<file path="config.mk">
export PLATFORM = sky130hd
export DESIGN_NAME = uart_tx_tick
export DESIGN_NICKNAME = d
export VERILOG_FILES = /design/src/rtl/uart_tx_tick.sv
export SDC_FILE = /design/constraint.sdc
export NUM_CORES = 1
export LEC_CHECK = 0
export ABC_AREA = 1
export BUFFER_PORTS_ARGS = -buffer_cell sky130_fd_sc_hd__buf_2
export CAP_MARGIN = 20
export CORE_MARGIN = 2
export CORE_UTILIZATION = 32
export CTS_BUF_LIST = sky130_fd_sc_hd__clkbuf_4
export DETAILED_ROUTE_END_ITERATION = 10
export PLACE_DENSITY = 0.63
export SYNTH_ARGS = -nofsm -noshare
export SYNTH_HDL_FRONTEND = slang
export SYNTH_SLANG_ARGS = --single-unit
</file>
<file path="constraint.sdc">
create_clock -name clk -period 1 [get_ports clk]
set_input_delay 0.15 -clock clk [delete_from_list [all_inputs] [get_ports clk]]
set_output_delay 0.15 -clock clk [all_outputs]
set_load 0.05 [all_outputs]
</file>
<file path="src/rtl/uart_tx_tick.sv">
// uart_tx_tick: UART transmitter paced by an external one-clock baud strobe.
// Frame = start, DATA_BITS data (LSB first), optional parity, STOP_BITS stop.
// The line sits high in SYNC until the first tick after acceptance, so the
// start bit always lasts one full tick period.
//
// state  | meaning
// IDLE   | line high, ready for a byte
// SYNC   | byte latched, line high, waiting for the first tick
// START  | driving the start bit (low)
// DATA   | driving data bits, LSB first
// PARITY | driving the parity bit
// STOP   | driving stop bit(s) (high)
module uart_tx_tick #(
  parameter int DATA_BITS  = 8,
  parameter int PARITY_EN  = 0,
  parameter int PARITY_ODD = 0,
  parameter int STOP_BITS  = 1
) (
  input  logic                 clk,
  input  logic                 rst,
  input  logic                 baud_tick,
  input  logic [DATA_BITS-1:0] tx_data,
  input  logic                 tx_valid,
  output logic                 tx_ready,
  output logic                 tx,
  output logic                 tx_busy,
  output logic                 tx_done
);

  localparam int             CNT_W     = $clog2(DATA_BITS);
  localparam logic [CNT_W-1:0] LAST_BIT = CNT_W'(DATA_BITS - 1);
  localparam logic           HAS_PAR   = (PARITY_EN != 0);
  localparam logic           ODD_INV   = (PARITY_ODD != 0);
  localparam logic           LAST_STOP = (STOP_BITS == 2);

  typedef enum logic [2:0] {
    S_IDLE,
    S_SYNC,
    S_START,
    S_DATA,
    S_PARITY,
    S_STOP
  } state_t;

  state_t               state_q;
  logic [DATA_BITS-1:0] shift_q;
  logic [CNT_W-1:0]     bit_cnt_q;
  logic                 stop_cnt_q;
  logic                 parity_q;
  logic                 tx_q;
  logic                 ready_q;
  logic                 busy_q;
  logic                 done_q;

  // Frame sequencer; every output is a register updated here.
  always_ff @(posedge clk or posedge rst) begin
    if (rst) begin
      state_q    <= S_IDLE;
      shift_q    <= '0;
      bit_cnt_q  <= '0;
      stop_cnt_q <= 1'b0;
      parity_q   <= 1'b0;
      tx_q       <= 1'b1;
      ready_q    <= 1'b1;
      busy_q     <= 1'b0;
      done_q     <= 1'b0;
    end else begin
      done_q <= 1'b0;
      case (state_q)
        S_IDLE: begin
          tx_q <= 1'b1;
          // Ticks are ignored here, so a tick coinciding with acceptance
          // is never seen by SYNC.
          if (tx_valid && ready_q) begin
            shift_q  <= tx_data;
            parity_q <= (^tx_data) ^ ODD_INV;
            ready_q  <= 1'b0;
            busy_q   <= 1'b1;
            state_q  <= S_SYNC;
          end
        end
        S_SYNC: begin
          if (baud_tick) begin
            tx_q    <= 1'b0;
            state_q <= S_START;
          end
        end
        S_START: begin
          if (baud_tick) begin
            tx_q      <= shift_q[0];
            bit_cnt_q <= '0;
            state_q   <= S_DATA;
          end
        end
        S_DATA: begin
          if (baud_tick) begin
            if (bit_cnt_q < LAST_BIT) begin
              shift_q   <= {1'b0, shift_q[DATA_BITS-1:1]};
              tx_q      <= shift_q[1];
              bit_cnt_q <= bit_cnt_q + CNT_W'(1);
            end else if (HAS_PAR) begin
              tx_q    <= parity_q;
              state_q <= S_PARITY;
            end else begin
              tx_q       <= 1'b1;
              stop_cnt_q <= 1'b0;
              state_q    <= S_STOP;
            end
          end
        end
        S_PARITY: begin
          if (baud_tick) begin
            tx_q       <= 1'b1;
            stop_cnt_q <= 1'b0;
            state_q    <= S_STOP;
          end
        end
        S_STOP: begin
          if (baud_tick) begin
            if (stop_cnt_q == LAST_STOP) begin
              ready_q <= 1'b1;
              busy_q  <= 1'b0;
              done_q  <= 1'b1;
              state_q <= S_IDLE;
            end else begin
              stop_cnt_q <= 1'b1;
            end
          end
        end
        default: begin
          tx_q    <= 1'b1;
          ready_q <= 1'b1;
          busy_q  <= 1'b0;
          state_q <= S_IDLE;
        end
      endcase
    end
  end

  assign tx       = tx_q;
  assign tx_ready = ready_q;
  assign tx_busy  = busy_q;
  assign tx_done  = done_q;

endmodule
</file>
==> flow_summary.toml <==
[outcome]
status = "finished, violations left"
violations = "setup timing"

[global_route]
antenna_found_initial = 0
grt_pass1_wl_um = 4580
grt_usage = 0.163
grt_pass1_vias = 1044
grt-ovfl-total = 0
grt_max_degree = 19

[critical_path]
rrSetupSlack_ps = -280
crit_family = "simple AND/OR/NAND/NOR gates"
criticalPathCategory = "reg2reg"
cp.required_ps = 1200
cp-start-kind = "flip-flop"
crit_buf_inv = 1
critPathMaxStageDelay_ps = 410
cp.arrival_ps = 1480
crit_chain = "buf_6 -> nor2_4 -> nand2_4 -> nand2_8 -> nand2_8 -> nand2_1 -> nand2_1"
cp_max_fo = 8
slowest_stage = "dfrtp_1"
endpoint_kind = "flip-flop"

[finish]
final_util = 0.516
drive_gt1_frac = 0.466
area_growth_pct = 51.8
nFillCells = 290
postLayoutCellArea_sq_um = 1590
antenna_cells = 0
fin_cells = 233
layout.nets = 203

[timing]
finClkSkew_ps = 10.2
finalMaxSlewViolations = 0
fin_tns_setup_ps = -4790
fmax_mhz = 781
setup-violations-final = 22
fin_ws_ps = -281
worst_slew_pin_slew_ps = 270
period_minus_slack_ps = 1280
hold_viol = 0
finalCritPeriodShare = 1.28
slew_headroom = 0.820
rsz0062_at_grt = "yes"

[detailed_routing]
postRouteAntennaNets = 0
drcViolationCount = 0
via_per_inst = 4.69
routed_wl_um = 2720
drt_iter0_drc = 67
dr_total_vias = 1092
wl_per_cell_um = 11.7
dr.pass1.iters = 4

[synthesis]
synth_cell_type_count = 22
synth_largest_area_cell = "dfrtp_1"
synth_top_area_share = 0.383
synth_edf_count = 0
synthFlopType = "dfrtp_1"
postSynthCellCount = 147
synth-seq-cells = 18
synth.most_common_cell = "nand2_1"
synth_area_leaders = "dfrtp_1, nand2_1, nand3_1"
async_flop_share = 1.00
yosysSeqAreaShare = 0.433
netlist_top_cells_count = "nand2_1, dfrtp_1, nand3_1"
synth_nets = 160
syn_area_per_cell_sq_um = 7.12
yosysWarnings = 0
synth_area_sq_um = 1050

[power_and_ir_drop]
irDropWorstVdd_mv = 0.590
leakagePower_nw = 0.816
p_per_area_nw_per_um2 = 746

[cts]
clk_latency_ps = 310
tritoncts = "done"
htree_levels = 1
clock_path_buffers = 2
cts_sinks = 18
clk_pin_slew_ps = 120
root_buffer = "clkbuf_4"
numCtsBuffers = 3

[placement]
port_buffers = 15
place.detailed.instances = 222
dpl_cell_area_sq_um = 1320
dp.final_hpwl_um = 1870
gp_congestion = 0.864

[hold_path]
min_path_type = "in2reg"

[die]
chipWidth_um = 61.2
start_util = 0.340
pin_count = 16
die_area_sq_um = 3740
dieHeight_um = 61.2
core_area_sq_um = 3080
num_rows = 20

[job]
drv_cap = 0
## sequential cells by signal (all words and copies together), names as in the netlist
name,flops
shift_q,8
tx,1
tx_done,1
state_q,3
tx_ready,1
tx_busy,1
bit_cnt_q,3
## layout by cell type (no fill, tap or decap), drive strengths merged
master and instances:
or2 1, ha 1, a21oi 3, nand2 76
nand4 4, dfstp 2, xor2 1, o21a 1
buf 40, clkbuf 3, nand3 17, clkinv 1
nor2 7, inv 9, dlygate4sd3 1, o21ai 6
dfrtp 16
## worst paths after layout
kind,from,end,cells past startpoint
setup / recovery,state_q[2],shift_q[6],7
hold / removal,tx_data[7],shift_q[7],3
setup reg to reg,state_q[2],shift_q[6],7
hold reg to reg,shift_q[1],shift_q[1],2
max in group asynchronous,rst,tx,4
min in group asynchronous,rst,bit_cnt_q[1],4
## worst min-delay path, delay by kind of cell
kind / cells / cell delay [ps]
buffers and inverters: 1 / 100
AND/OR/NAND/NOR: 2 / 140
## final cells by class
type                    instances  area (sq um)  area share
flip-flops and latches         18           455       0.287
well taps                      44          55.1      0.0347
multi-input cells             117           677       0.426
repair buffers                 41           335       0.211
clock buffers                   3          22.5      0.0142
inverters                       9          38.8      0.0244
clock inverters                 1          3.75     0.00236
## logic make-up (layout without fill, tap and decap cells)
group,after synthesis,count (layout),synth area share
simple gates,104,105,0.437
flops,18,18,0.433
buf+inv,13,54,0.0598
compound gates,10,10,0.0502
fa+ha+maj,1,1,0.0120
xor+xnor,1,1,0.00837
## power breakdown
part           internal (mW)  leakage [nW]  total, mW  switching, mW
combinational         0.0279         0.559     0.0623         0.0344
sequential             0.728         0.241      0.728              0
clock                  0.146        0.0154      0.395          0.249
total                  0.902         0.816       1.19          0.283
## metal layers
metal  wire (um)  GRT usage
met5           0          0
met4           0     0.0311
met3         109     0.0441
met2        1390      0.274
met1        1220      0.212
## what timing repair did
item / in CTS / in global routing
hold endpoints to repair: 16 / 0
setup buffers: 4 / 2
cloned: 1 / 0
resized for setup: 25 / 31
hold buffers: 1 / 0
pin swaps: 7 / 9
endpoints found under the setup margin: 22 / 22
## through the flow
step | worst slack (ps) | hold slack [ps] | power [mW]
after global routing | -343 | 121 | 1.23
final | -281 | 121 | 1.19
after CTS | -260 | 104 | 1.19
after floorplan | -365 | 87.1 | 0.769
after global placement | -250 | 186 | 0.801
after detailed placement | -275 | 192 | 0.801
Note: power is estimated with default switching activity, not from simulation.
